==> src/rtl/pio_edge_event_sequencer_if.sv <==
// Bus bundle for pio_edge_event_sequencer: Avalon-MM master to the PIO, software slave port and irq.
// "master" is the sequencer's view; "slave" is the view of the PIO/software side.
interface pio_edge_event_sequencer_if;
    logic [1:0]  m_address;
    logic        m_chipselect;
    logic        m_write_n;
    logic [31:0] m_writedata;
    logic [31:0] m_readdata;
    logic [2:0]  s_address;
    logic        s_read;
    logic        s_write;
    logic [31:0] s_writedata;
    logic [31:0] s_readdata;
    logic        irq;

    modport master (
        output m_address, m_chipselect, m_write_n, m_writedata,
        input  m_readdata,
        input  s_address, s_read, s_write, s_writedata,
        output s_readdata, irq
    );

    modport slave (
        input  m_address, m_chipselect, m_write_n, m_writedata,
        output m_readdata,
        output s_address, s_read, s_write, s_writedata,
        input  s_readdata, irq
    );
endinterface

==> src/rtl/pio_edge_event_sequencer.sv <==
// Polls an edge-capturing PIO, reads/clears it and queues {mask, data, timestamp} events for software.
// Optional macro PIO_SEQ_TIMESTAMP_EN adds a free-running 32-bit timestamp stored with each event.
module pio_edge_event_sequencer #(
    parameter int FIFO_DEPTH = 8,
    parameter int POLL_DIV   = 16,
    parameter int CNT_W      = 7
) (
    input  logic                       clk,
    input  logic                       reset_n,
    pio_edge_event_sequencer_if.master bus
);
    localparam int AW  = $clog2(FIFO_DEPTH);
    localparam int AW1 = AW + 1;
    localparam int TW  = $clog2(POLL_DIV);
    localparam logic [AW:0]   DEPTH_C = AW1'(FIFO_DEPTH);
    localparam logic [TW-1:0] TMAX_C  = TW'(POLL_DIV - 1);

    typedef enum logic [2:0] {
        S_IDLE   = 3'd0,
        S_RD_CAP = 3'd1,
        S_W_CAP  = 3'd2,
        S_RD_DAT = 3'd3,
        S_W_DAT  = 3'd4,
        S_CLR    = 3'd5,
        S_PUSH   = 3'd6
    } state_t;

    state_t        state_q, state_d;
    logic [TW-1:0] timer_q, timer_d;
    logic          ctrl_en_q, ctrl_en_d, ctrl_irq_en_q, ctrl_irq_en_d, ovf_q, ovf_d;
    logic [AW:0]   cnt_q, cnt_d;
    logic [AW-1:0] wr_ptr_q, wr_ptr_d, rd_ptr_q, rd_ptr_d;
    logic [31:0]   cap_q, cap_d, dat_q, dat_d;
    logic          m_cs_q, m_cs_d, m_wn_q, m_wn_d, irq_q, irq_d;
    logic [1:0]    m_addr_q, m_addr_d;
    logic [31:0]   m_wdata_q, m_wdata_d, s_rdata_q, s_rdata_d, rd_mux_s;
    logic [31:0]   mem_cap_q [FIFO_DEPTH];
    logic [31:0]   mem_dat_q [FIFO_DEPTH];
    logic          poll_s, flush_s, empty_s, full_s, pop_s, push_s, push_ok_s, mem_we_s;
    logic          sig_unused_s;

    assign poll_s    = ctrl_en_q && (timer_q == TMAX_C);
    assign flush_s   = bus.s_write && (bus.s_address == 3'd0) && bus.s_writedata[2];
    assign empty_s   = (cnt_q == AW1'(0));
    assign full_s    = (cnt_q == DEPTH_C);
    assign pop_s     = bus.s_read && (bus.s_address == 3'd4) && !empty_s;
    assign push_s    = (state_q == S_PUSH);
    // A pop in the same cycle frees the slot, so a full FIFO still accepts the push.
    assign push_ok_s = push_s && (!full_s || pop_s);
    assign mem_we_s  = push_ok_s && !flush_s;
    assign sig_unused_s = ^bus.s_writedata[30:3];

    assign bus.m_address    = m_addr_q;
    assign bus.m_chipselect = m_cs_q;
    assign bus.m_write_n    = m_wn_q;
    assign bus.m_writedata  = m_wdata_q;
    assign bus.s_readdata   = s_rdata_q;
    assign bus.irq          = irq_q;

`ifdef PIO_SEQ_TIMESTAMP_EN
    logic [31:0] ts_q, ts_d, ts_lat_q, ts_lat_d;
    logic [31:0] mem_ts_q [FIFO_DEPTH];

    // Free-running timestamp and its per-poll sample taken alongside the capture mask.
    always_comb begin
        ts_d = ts_q + 32'd1;
        if (state_q == S_W_CAP) ts_lat_d = ts_q;
        else                    ts_lat_d = ts_lat_q;
    end

    // Timestamp registers and per-entry timestamp storage.
    always_ff @(posedge clk or negedge reset_n) begin
        if (!reset_n) begin
            ts_q     <= 32'd0;
            ts_lat_q <= 32'd0;
            for (int i = 0; i < FIFO_DEPTH; i++) mem_ts_q[i] <= 32'd0;
        end else begin
            ts_q     <= ts_d;
            ts_lat_q <= ts_lat_d;
            if (mem_we_s) mem_ts_q[wr_ptr_q] <= ts_lat_q;
        end
    end
`endif

    // Poll sequencer next state, data latches and registered master strobes.
    always_comb begin
        state_d = state_q;
        cap_d   = cap_q;
        dat_d   = dat_q;
        if (ctrl_en_q) timer_d = (timer_q == TMAX_C) ? TW'(0) : timer_q + TW'(1);
        else           timer_d = TW'(0);
        case (state_q)
            S_IDLE:   if (poll_s) state_d = S_RD_CAP; else state_d = S_IDLE;
            S_RD_CAP: state_d = S_W_CAP;
            S_W_CAP: begin
                cap_d = bus.m_readdata;
                if (bus.m_readdata == 32'd0) state_d = S_IDLE;
                else                         state_d = S_RD_DAT;
            end
            S_RD_DAT: state_d = S_W_DAT;
            S_W_DAT: begin
                dat_d   = bus.m_readdata;
                state_d = S_CLR;
            end
            S_CLR:    state_d = S_PUSH;
            S_PUSH:   state_d = S_IDLE;
            default:  state_d = S_IDLE;
        endcase
        m_cs_d    = 1'b0;
        m_addr_d  = 2'd0;
        m_wn_d    = 1'b1;
        m_wdata_d = 32'd0;
        case (state_d)
            S_RD_CAP: begin
                m_cs_d   = 1'b1;
                m_addr_d = 2'd3;
            end
            S_RD_DAT: m_cs_d = 1'b1;
            S_CLR: begin
                m_cs_d    = 1'b1;
                m_addr_d  = 2'd3;
                m_wn_d    = 1'b0;
                m_wdata_d = 32'hFFFF_FFFF;
            end
            default:  m_cs_d = 1'b0;
        endcase
    end

    // Control register, sticky overflow and FIFO pointer/count bookkeeping.
    always_comb begin
        ctrl_en_d     = ctrl_en_q;
        ctrl_irq_en_d = ctrl_irq_en_q;
        ovf_d         = ovf_q;
        cnt_d         = cnt_q;
        wr_ptr_d      = wr_ptr_q;
        rd_ptr_d      = rd_ptr_q;
        if (bus.s_write && (bus.s_address == 3'd0)) begin
            ctrl_en_d     = bus.s_writedata[0];
            ctrl_irq_en_d = bus.s_writedata[1];
        end else begin
            ctrl_en_d     = ctrl_en_q;
        end
        if (bus.s_write && (bus.s_address == 3'd1) && bus.s_writedata[31]) ovf_d = 1'b0;
        else                                                             ovf_d = ovf_q;
        if (flush_s) begin
            cnt_d    = AW1'(0);
            wr_ptr_d = AW'(0);
            rd_ptr_d = AW'(0);
        end else begin
            if (push_s && !push_ok_s) ovf_d = 1'b1;
            else                      ovf_d = ovf_d;
            if (push_ok_s) wr_ptr_d = wr_ptr_q + AW'(1);
            else           wr_ptr_d = wr_ptr_q;
            if (pop_s) rd_ptr_d = rd_ptr_q + AW'(1);
            else       rd_ptr_d = rd_ptr_q;
            cnt_d = cnt_q + AW1'(push_ok_s) - AW1'(pop_s);
        end
    end

    // Software register read mux; head fields read 0 while the FIFO is empty.
    always_comb begin
        rd_mux_s = 32'd0;
        case (bus.s_address)
            3'd0: rd_mux_s = {30'd0, ctrl_irq_en_q, ctrl_en_q};
            3'd1: begin
                rd_mux_s[CNT_W-1:0] = CNT_W'(cnt_q);
                rd_mux_s[16]        = empty_s;
                rd_mux_s[17]        = full_s;
                rd_mux_s[31]        = ovf_q;
            end
            3'd2: rd_mux_s = empty_s ? 32'd0 : mem_cap_q[rd_ptr_q];
            3'd3: rd_mux_s = empty_s ? 32'd0 : mem_dat_q[rd_ptr_q];
`ifdef PIO_SEQ_TIMESTAMP_EN
            3'd4: rd_mux_s = empty_s ? 32'd0 : mem_ts_q[rd_ptr_q];
`else
            3'd4: rd_mux_s = 32'd0;
`endif
            default: rd_mux_s = 32'd0;
        endcase
        if (bus.s_read) s_rdata_d = rd_mux_s;
        else            s_rdata_d = s_rdata_q;
        irq_d = ctrl_irq_en_q & ~empty_s;
    end

    // State, control and output registers.
    always_ff @(posedge clk or negedge reset_n) begin
        if (!reset_n) begin
            state_q       <= S_IDLE;
            timer_q       <= TW'(0);
            ctrl_en_q     <= 1'b0;
            ctrl_irq_en_q <= 1'b0;
            ovf_q         <= 1'b0;
            cnt_q         <= AW1'(0);
            wr_ptr_q      <= AW'(0);
            rd_ptr_q      <= AW'(0);
            cap_q         <= 32'd0;
            dat_q         <= 32'd0;
            m_cs_q        <= 1'b0;
            m_addr_q      <= 2'd0;
            m_wn_q        <= 1'b1;
            m_wdata_q     <= 32'd0;
            s_rdata_q     <= 32'd0;
            irq_q         <= 1'b0;
        end else begin
            state_q       <= state_d;
            timer_q       <= timer_d;
            ctrl_en_q     <= ctrl_en_d;
            ctrl_irq_en_q <= ctrl_irq_en_d;
            ovf_q         <= ovf_d;
            cnt_q         <= cnt_d;
            wr_ptr_q      <= wr_ptr_d;
            rd_ptr_q      <= rd_ptr_d;
            cap_q         <= cap_d;
            dat_q         <= dat_d;
            m_cs_q        <= m_cs_d;
            m_addr_q      <= m_addr_d;
            m_wn_q        <= m_wn_d;
            m_wdata_q     <= m_wdata_d;
            s_rdata_q     <= s_rdata_d;
            irq_q         <= irq_d;
        end
    end

    // Event storage for mask and data.
    always_ff @(posedge clk or negedge reset_n) begin
        if (!reset_n) begin
            for (int i = 0; i < FIFO_DEPTH; i++) begin
                mem_cap_q[i] <= 32'd0;
                mem_dat_q[i] <= 32'd0;
            end
        end else if (mem_we_s) begin
            mem_cap_q[wr_ptr_q] <= cap_q;
            mem_dat_q[wr_ptr_q] <= dat_q;
        end
    end
endmodule
==> src/flat_wrapper.sv <==
// flat-port wrapper written by rule: the top's interface ports become plain ports
module pio_edge_event_sequencer_flat 
#(
    parameter int FIFO_DEPTH = 8,
    parameter int POLL_DIV   = 16,
    parameter int CNT_W      = 7
)
  (clk, reset_n, bus_m_address, bus_m_chipselect, bus_m_write_n, bus_m_writedata, bus_m_readdata, bus_s_address, bus_s_read, bus_s_write, bus_s_writedata, bus_s_readdata, bus_irq);
  pio_edge_event_sequencer_if bus_i ();
  input  logic clk;
  input  logic reset_n;
  output wire logic [$bits(bus_i.m_address)-1:0] bus_m_address;
  output wire logic [$bits(bus_i.m_chipselect)-1:0] bus_m_chipselect;
  output wire logic [$bits(bus_i.m_write_n)-1:0] bus_m_write_n;
  output wire logic [$bits(bus_i.m_writedata)-1:0] bus_m_writedata;
  input wire logic [$bits(bus_i.m_readdata)-1:0] bus_m_readdata;
  input wire logic [$bits(bus_i.s_address)-1:0] bus_s_address;
  input wire logic [$bits(bus_i.s_read)-1:0] bus_s_read;
  input wire logic [$bits(bus_i.s_write)-1:0] bus_s_write;
  input wire logic [$bits(bus_i.s_writedata)-1:0] bus_s_writedata;
  output wire logic [$bits(bus_i.s_readdata)-1:0] bus_s_readdata;
  output wire logic [$bits(bus_i.irq)-1:0] bus_irq;
  assign bus_m_address = bus_i.m_address;
  assign bus_m_chipselect = bus_i.m_chipselect;
  assign bus_m_write_n = bus_i.m_write_n;
  assign bus_m_writedata = bus_i.m_writedata;
  assign bus_i.m_readdata = bus_m_readdata;
  assign bus_i.s_address = bus_s_address;
  assign bus_i.s_read = bus_s_read;
  assign bus_i.s_write = bus_s_write;
  assign bus_i.s_writedata = bus_s_writedata;
  assign bus_s_readdata = bus_i.s_readdata;
  assign bus_irq = bus_i.irq;
  pio_edge_event_sequencer #(.FIFO_DEPTH(FIFO_DEPTH), .POLL_DIV(POLL_DIV), .CNT_W(CNT_W)) u_core (.clk(clk), .reset_n(reset_n), .bus(bus_i));
endmodule
==> config.mk <==
export PLATFORM = sky130hd
export DESIGN_NAME = pio_edge_event_sequencer_flat
export DESIGN_NICKNAME = d
export VERILOG_FILES = /design/src/rtl/pio_edge_event_sequencer_if.sv /design/src/rtl/pio_edge_event_sequencer.sv /design/src/flat_wrapper.sv
export SDC_FILE = /design/constraint.sdc
export NUM_CORES = 1
export LEC_CHECK = 0
export CORE_UTILIZATION = 45
export CTS_BUF_LIST = sky130_fd_sc_hd__clkbuf_4
export CTS_CLUSTER_DIAMETER = 30
export DETAILED_ROUTE_END_ITERATION = 6
export PLACE_DENSITY = 0.66
export SLEW_MARGIN = 0
export SYNTH_ARGS = -nofsm -noshare
export SYNTH_HDL_FRONTEND = slang
export SYNTH_SLANG_ARGS = --single-unit
==> constraint.sdc <==
create_clock -name clk -period 6 [get_ports clk]
set_input_delay 1.8 -clock clk [delete_from_list [all_inputs] [get_ports clk]]
set_output_delay 1.8 -clock clk [all_outputs]
set_load 0.01 [all_outputs]
==> impl_results.md, run 1 <==
* Worst path max stage delay at 820 ps
* Number of enable flip-flop cells after synthesis at 0
* Synth async-reset ratio at 1.00
* Pin count of the biggest net entering global routing at 133
* Clock transition at path regs at 60 ps
* CP arrival at 2450 ps
* Total CTS buffers at 170
* GPL Wtd Cong at 0.745
* Row Count at 91
* IO buf count at 111
* Slew @ Worst Pin at 1020 ps
* H-Tree Depth at 4
* Fin. Hold Viols at 0
* Worst hold endpoint: u_core.bus.s_readdata[25]$_DFFE_PN0P_
* HP Start: u_core.bus.s_readdata[25]$_DFFE_PN0P_
* Most common cell after layout, fill and taps aside: dfrtp_1
* HPWL after DPL at 36000 um
* CP cell instances: clkdlybuf4s50_1
* DRT antenna net count at 0
* Fin crit period at 4250 ps
* Overflow after GRT at 0
* Vias/cell at 5.61
* Fin crit share at 0.708
* Worst clock skew at 37.7 ps
* Max-Cap Viols at 0
* Startpoint types: flip-flop
* Leakage power at 0.0155 uW
* Initial DRC count at 759
* Fmax at 235 MHz
* Critical Path RT at 4200 ps
* Setup-failing EPs final at 0
* Instance count of the mapped netlist at 1746
* GRT Overall Usage at 0.213
* Crit. End Element: output pin
* Setup TNS at 0 ps
* Most frequent cells in the layout: dfrtp_1, mux2_2, clkbuf_4
* Status: completed
* CP startpoint: u_core.bus.m_writedata[30]$_DFF_PN0_
* Mapped Area at 28000 um2
* Number of synthesized register bits at 633
* Clk Latency, worst-skew pair at 980 ps
* Layout cells sized above 1 at 0.452
* I/O pin count at 140
* Setup bufs post-CTS at 0
* Yosys Warn Count at 0
* WL final at 64700 um
* Die H at 252 um
* FF-to-FF Start: u_core.cnt_q[2]$_DFF_PN0_
* CTS tree: built
* Netlist cell types at 53
* Synthesized area per cell at 16.1 um2
* Seq/Total Area, Yosys at 0.565
* Routed length per instance at 22.4 um
* Min-Delay Path Depth at 1
* First drt pass iteration count at 5
* Root Driver: clkbuf_4
* First-pass GRT wire length at 103000 um
* R2R depth at 8
* Crit path max fanout at 32
* Critical path's slowest cell: dfrtp_1
* Die width at 252 um
* Clock sinks at 633
* Critical path's top delay family: flip-flops
* WP buf/inv at 1
* Cts hold-fix bufs at 0
* HP Class: reg -> reg
* Core area at 61600 um2
* Setup CP Type: reg -> out
* Worst rel slew slack at 0.317
* Syn Nets at 1827
* CTS Buffer Depth at 3
* Nets@finish at 1997
* Final Max Tran Viols at 0
* Non-Filler Instances at 2885
* P&R area growth vs syn at 14.4%
* FF-to-FF End: u_core.mem_dat_q[199]$_DFFE_PN0P_
* Starting Density at 0.455
* Via Count at 16.2k
* Drt drc at 0
* RSZ-0062 raised after global routing: false
* Reg2Reg Setup Slack at 2820 ps
* Initial antenna violation count at 2
* Ys flop type: dfrtp_1
* Power per cell area at 331 nW/um2
* Placed Cells incl. Taps at 2581
* Peak supply drop at 0.234 mV
* Vias in the first global route at 17.8k
* PostCTS Resize Cnt at 0
* Die ar. at 63300 um2
## through the flow
step	utilization	hold slack [ps]	total power, uW	setup WS (ps)	area [um2]
6_report	0.521	477	10600	1750	32100
5_1_grt	0.521	497	11200	1520	32100
4_1_cts	0.520	483	10800	1580	32100
3_5_place_dp	0.484	469	6780	915	29800
3_3_place_gp	0.484	466	6740	970	29800
2_1_floorplan	-	457	6020	2220	28000
## routing by layer
layer  share of wire  routed length, um  global-route usage
met1            0.45              29000               0.284
met2            0.49              31600               0.344
met3           0.040               2560              0.0401
met4           0.023               1480              0.0904
met5               0                  0                   0
## synthesized netlist by cell type, types with 11 or more instances
| cell | number | area share |
|---|---|---|
| dfrtp_1 | 632 | 0.56 |
| mux2_2 | 464 | 0.19 |
| mux4_2 | 128 | 0.10 |
| mux2_1 | 115 | 0.046 |
| buf_4 | 71 | 0.019 |
| clkbuf_1 | 47 | 0.0063 |
| a22oi_1 | 25 | 0.0067 |
| buf_2 | 25 | 0.0045 |
| a21o_1 | 23 | 0.0062 |
| a211oi_1 | 22 | 0.0059 |
| a221oi_1 | 22 | 0.0069 |
| mux2i_1 | 15 | 0.0054 |
| nor2_1 | 13 | 0.0017 |
| inv_1 | 12 | 0.0016 |
| a21oi_1 | 11 | 0.0020 |
| nor4_1 | 11 | 0.0025 |
## final cells by class
cell class | instances | area, um2
antenna | 2 | 5.00
multi-input combinational | 951 | 11300
inverter | 13 | 48.8
tap | 837 | 1050
timing repair buffer | 147 | 1540
clock buffer | 254 | 1910
sequential | 633 | 15900
clock inverter | 48 | 359
fill | 5145 | 29500
## worst max path at each step
stage                                              to  depth (start not counted)
global placement    u_core.mem_cap_q[197]$_DFFE_PN0P_                          7
CTS                               bus_m_writedata[10]                          1
detailed placement  u_core.mem_cap_q[199]$_DFFE_PN0P_                          8
finish                            bus_m_writedata[15]                          1
global route                      bus_m_writedata[23]                          1
floorplan           u_core.mem_dat_q[213]$_DFFE_PN0P_                          7
## where the power goes
group	internal, uW	switching [uW]	leakage [uW]	total, uW
clock network	2190	1780	0.00135	3970
logic	888	922	0.00550	1810
registers	4490	362	0.00867	4850
## sequential cells by signal (all words and copies together), names as in the netlist
register,cells
u_core.mem_cap_q,256
u_core.mem_dat_q,256
u_core.bus.s_readdata,32
u_core.cap_q,32
u_core.dat_q,32
u_core.cnt_q,4
u_core.timer_q,4
u_core.rd_ptr_q,3
u_core.state_q,3
u_core.wr_ptr_q,3
u_core.bus.irq,1
u_core.bus.m_address,1
u_core.bus.m_chipselect,1
u_core.bus.m_write_n,1
u_core.bus.m_writedata,1
u_core.ctrl_en_q,1
u_core.ctrl_irq_en_q,1
u_core.ovf_q,1
## cell families after synthesis
| group | count (synthesis) | synth area share |
|---|---|---|
| compound gates | 136 | 0.0368 |
| buf+inv | 162 | 0.0323 |
| simple gates | 78 | 0.0186 |
| fa+ha+maj | 10 | 0.00473 |
| xor+xnor | 5 | 0.00156 |
| mux | 722 | 0.341 |
| flops | 633 | 0.565 |
No activity file was read; power rests on OpenSTA's default activity.
==> run 2: changes to the inputs <==
==> constraint.sdc (replaced) <==
create_clock -name clk -period 4.1 [get_ports clk]
set_input_delay 1.23 -clock clk [delete_from_list [all_inputs] [get_ports clk]]
set_output_delay 1.23 -clock clk [all_outputs]
set_load 0.01 [all_outputs]
==> impl_results.md, run 2 (same netlist as run 1, synthesis figures left out) <==
* Worst Hold Slack at 254 ps
* Crit path max fanout at 32
* Critical path's slowest cell: dfrtp_1
* Worst rel slew slack at 0.468
* Final WS setup at 386 ps
* Leakage power at 0.0156 uW
* Post-place instance area at 30200 um2
* Comb pwr share at 0.185
* RSZ-0062 raised after global routing: false
* IO buf count at 111
* DRT antenna net count at 0
* WP buf/inv at 1
* Fraction of power consumed by sequential logic at 0.464
* Cell Int Power at 10700 uW
* Biggest registers after layout: u_core.mem_cap_q x256, u_core.mem_dat_q x256
* Nets@finish at 2023
* CP cell instances: clkdlybuf4s50_1
* GPL Wtd Cong at 0.764
* Max-Cap Viols at 0
* Final Max Tran Viols at 0
* Vias/cell at 5.63
* Critical Path RT at 2870 ps
* Die width at 252 um
* Setup CP Type: reg -> out
* Crit. End Element: output pin
* Switching share of power at 0.291
* Clock transition at path regs at 60 ps
* Initial antenna violation count at 4
* Root Driver: clkbuf_4
* Total CTS buffers at 170
* Setup bufs post-CTS at 0
* Routed length per instance at 22.8 um
* CTS Buffer Depth at 3
* Initial DRC count at 753
* I/O pin count at 140
* Drt drc at 0
* Setup-failing EPs final at 0
* Die H at 252 um
* CTS tree: built
* Net switching power at 4410 uW
* Critical path's top delay family: flip-flops
* Fin. Hold Viols at 0
* Pin count of the biggest net entering global routing at 108
* WL final at 65800 um
* Overflow after GRT at 0
* Worst clock skew at 40.0 ps
* Peak supply drop at 0.283 mV
* Most common cell after layout, fill and taps aside: dfrtp_1
* Clk pwr share at 0.351
* Startpoint types: flip-flop
* PostCTS Resize Cnt at 0
* Core area at 61600 um2
* Vias in the first global route at 18.1k
* Via Count at 16.3k
* Clock sinks at 633
* Pre-CTS WS at 302 ps
* Placed Cells incl. Taps at 2607
* Most frequent cells in the layout: dfrtp_1, mux2_2, clkbuf_4
* Fin crit period at 3710 ps
* Worst path max stage delay at 840 ps
* Fin crit share at 0.906
* P&R area growth vs syn at 15.0%
* Die ar. at 63300 um2
* First drt pass iteration count at 5
* CP arrival at 2480 ps
* Row Count at 91
* Clk Latency, worst-skew pair at 1000 ps
* GRT Overall Usage at 0.218
* Cts hold-fix bufs at 0
* Fmax at 269 MHz
* Power per cell area at 470 nW/um2
* Layout cells sized above 1 at 0.455
* Design area at 32200 um2
* Setup TNS at 0 ps
* First-pass GRT wire length at 105000 um
* Starting Density at 0.455
* HPWL after DPL at 37300 um
* Fill count at 5128
* Worst path depth at 1
* R2R depth at 11
* HP Class: in -> async
* Slew @ Worst Pin at 798 ps
* H-Tree Depth at 4
* Non-Filler Instances at 2891
* Status: completed
## run 2: changes by cell type in the layout (fill, tap and decap cells not counted), sizes merged
cell / previous run / this run
buf: 37 / 63
clkinv: 35 / 29
bufinv: 6 / 1
clkbuf: 254 / 249
clkinvlp: 3 / 1
inv: 17 / 15
## run 2: cell type report
class	count	area, um2	share of cell area
Sequential cell	633	15900	0.492
Multi-Input combinational cell	951	11300	0.351
Timing Repair Buffer	173	1930	0.0599
Clock buffer	249	1870	0.0580
Tap cell	837	1050	0.0325
Clock inverter	33	165	0.00512
Inverter	13	48.8	0.00151
Antenna cell	2	5.00	0.000155
## run 2: routing by layer
layer	up-vias	global-route usage	routed length [um]
met5	-	0	13
met3	103	0.0422	2510
li1	7072	-	-
met1	8734	0.282	28600
met4	2	0.0956	1490
met2	365	0.357	33200
## run 2: path summary, 6_finish.rpt
| kind | from | to | slack [ps] |
|---|---|---|---|
| setup / recovery | u_core.bus.m_writedata[30]$_DFF_PN0_ | bus_m_writedata[5] | 390 |
| hold / removal | reset_n | u_core.bus.m_writedata[30]$_DFF_PN0_ | 250 |
| setup reg to reg | u_core.cnt_q[2]$_DFF_PN0_ | u_core.cnt_q[2]$_DFF_PN0_ | 1260 |
| hold reg to reg | u_core.bus.s_readdata[28]$_DFFE_PN0P_ | u_core.bus.s_readdata[28]$_DFFE_PN0P_ | 480 |
| max in group asynchronous | reset_n | u_core.cap_q[13]$_DFFE_PN0P_ | 2840 |
| min in group clk | u_core.bus.s_readdata[28]$_DFFE_PN0P_ | u_core.bus.s_readdata[28]$_DFFE_PN0P_ | 480 |
## run 2: stage by stage
step	util	total power, uW
2_1_floorplan	-	8810
3_3_place_gp	0.490	9940
3_5_place_dp	0.490	10000
4_1_cts	0.523	15400
5_1_grt	0.523	16000
6_report	0.523	15200
## run 2: power by group through the flow
stage | Combinational, uW | Sequential, uW | Clock (uW)
5_1_grt | 3020 | 7090 | 5870
4_1_cts | 2870 | 7030 | 5530
3_5_place_dp | 2870 | 7140 | 0
2_1_floorplan | 1890 | 6910 | 0
3_3_place_gp | 2820 | 7120 | 0
6_report | 2810 | 7030 | 5320
==> run 3: changes to the inputs <==
--- a/config.mk
+++ b/config.mk
@@ -9,7 +9,7 @@
 export CTS_BUF_LIST = sky130_fd_sc_hd__clkbuf_4
 export CTS_CLUSTER_DIAMETER = 30
 export DETAILED_ROUTE_END_ITERATION = 6
-export PLACE_DENSITY = 0.66
+export PLACE_DENSITY = 0.68
 export SLEW_MARGIN = 0
 export SYNTH_ARGS = -nofsm -noshare
 export SYNTH_HDL_FRONTEND = slang
==> constraint.sdc (replaced) <==
create_clock -name clk -period 3.4 [get_ports clk]
set_input_delay 1.02 -clock clk [delete_from_list [all_inputs] [get_ports clk]]
set_output_delay 1.02 -clock clk [all_outputs]
set_load 0.01 [all_outputs]
==> impl_results.md, run 3 (same netlist as run 1, synthesis figures left out) <==
* Status: completed
* Critical Path RT at 2380 ps
* HP Class: reg -> reg
* Pin count of the biggest net entering global routing at 84
* Fmax at 309 MHz
* CP arrival at 2210 ps
* Final WS setup at 169 ps
* Reg2Reg Setup Slack at 830 ps
* Critical path's top delay family: flip-flops
* P&R area growth vs syn at 15.8%
* Post-place instance area at 30400 um2
* HP Start: u_core.bus.s_readdata[25]$_DFFE_PN0P_
* Leakage power at 0.0157 uW
* Drt drc at 0
* Core area at 61600 um2
* GRT Overall Usage at 0.216
* CP startpoint: u_core.bus.m_writedata[30]$_DFF_PN0_
* WP buf/inv at 1
* CP cell instances: clkdlybuf4s50_1
* Most common cell after layout, fill and taps aside: dfrtp_1
* GPL Wtd Cong at 0.766
* RSZ-0062 raised after global routing: false
* Design area at 32500 um2
* Die width at 252 um
* Pre-CTS WS at -79.9 ps
* Critical path's slowest cell: dfrtp_2
* Slew @ Worst Pin at 800 ps
* Power per cell area at 571 nW/um2
* Vias in the first global route at 18.0k
* Initial DRC count at 764
* Routed length per instance at 22.5 um
* Root Driver: clkbuf_4
* Most frequent cells in the layout: dfrtp_1, mux2_2, clkbuf_4
* Total CTS buffers at 165
* FF-to-FF End: u_core.cnt_q[2]$_DFF_PN0_
* CTS Buffer Depth at 3
* Final Max Tran Viols at 0
* Row Count at 91
* First-pass GRT wire length at 104000 um
* Worst path max stage delay at 620 ps
* Via Count at 16.4k
* WL final at 65400 um
* Fin crit share at 0.950
* Layout cells sized above 1 at 0.458
* Crit. End Element: output pin
* Initial antenna violation count at 2
* R2R depth at 11
* Setup CP Type: reg -> out
* Crit path max fanout at 32
* Overflow after GRT at 0
* Clock sinks at 633
* Peak supply drop at 0.479 mV
* Biggest registers after layout: u_core.mem_cap_q x256, u_core.mem_dat_q x256
* Worst hold endpoint: u_core.bus.s_readdata[25]$_DFFE_PN0P_
* Clk Latency, worst-skew pair at 1010 ps
* Clock transition at path regs at 60 ps
* Vias/cell at 5.63
* Die H at 252 um
* Min-Delay Path Depth at 1
* Worst rel slew slack at 0.466
* Startpoint types: flip-flop
* Starting Density at 0.455
* H-Tree Depth at 4
* First drt pass iteration count at 5
* Fin. Hold Viols at 0
* Worst clock skew at 55.3 ps
* FF-to-FF Start: u_core.cnt_q[2]$_DFF_PN0_
* Max-Cap Viols at 0
* Share of the core filled with cells at 0.527
* IO buf count at 111
* Die ar. at 63300 um2
* Fin crit period at 3230 ps
* HPWL after DPL at 37500 um
* Setup TNS at 0 ps
* DRT antenna net count at 0
* Nets@finish at 2034
* CTS tree: built
* I/O pin count at 140
* Setup-failing EPs final at 0
## run 3: changes by cell type in the layout (fill, tap and decap cells not counted), sizes merged
cell / change
clkbuf: -9
clkinv: +2
dlygate4sd3: +1
clkinvlp: +4
inv: -1
bufinv: +2
buf: +15
diode: +3
## run 3: worst max path at each step
stage,endpoint,cells past startpoint
after global routing,bus_m_writedata[8],1
after floorplan,u_core.mem_dat_q[213]$_DFFE_PN0P_,7
final,bus_m_writedata[14],1
after CTS,bus_m_writedata[25],1
after global placement,u_core.mem_dat_q[219]$_DFFE_PN0P_,7
after detailed placement,u_core.mem_dat_q[212]$_DFFE_PN0P_,7
## run 3: what timing repair did
action / CTS / global route
hold buffers: 1 / 0
setup endpoints to repair: 32 / 0
buffers inserted: 0 / 0
resized for setup: 1 / 0
endpoints found under the hold margin: 52 / 0
## run 3: where the power goes
| part | internal, uW | switching [uW] |
|---|---|---|
| registers | 7920 | 548 |
| clock network | 3450 | 3080 |
| logic | 1760 | 1780 |
## run 3: area by class of cell
type | count | area (um2)
repair buffers | 189 | 2130
clock inverters | 40 | 264
diodes | 5 | 12.5
multi-input cells | 951 | 11300
fillers | 5090 | 29100
clock buffers | 240 | 1800
inverters | 13 | 48.8
flip-flops and latches | 633 | 15900
well taps | 837 | 1050
## run 3: stage by stage
stage	std cells	power (uW)	hold WS, ps
6_report	2908	18500	481
3_5_place_dp	2622	12200	472
3_3_place_gp	2622	12100	462
5_1_grt	2906	19500	495
4_1_cts	2903	18800	485
2_1_floorplan	1746	10600	457
## run 3: per-layer routing
layer / track usage / vias up / share of wire
li1: - / 7103 / -
met4: 0.0862 / 0 / 0.023
met2: 0.354 / 403 / 0.49
met5: 0 / - / 0
met3: 0.0422 / 115 / 0.043
met1: 0.284 / 8755 / 0.44
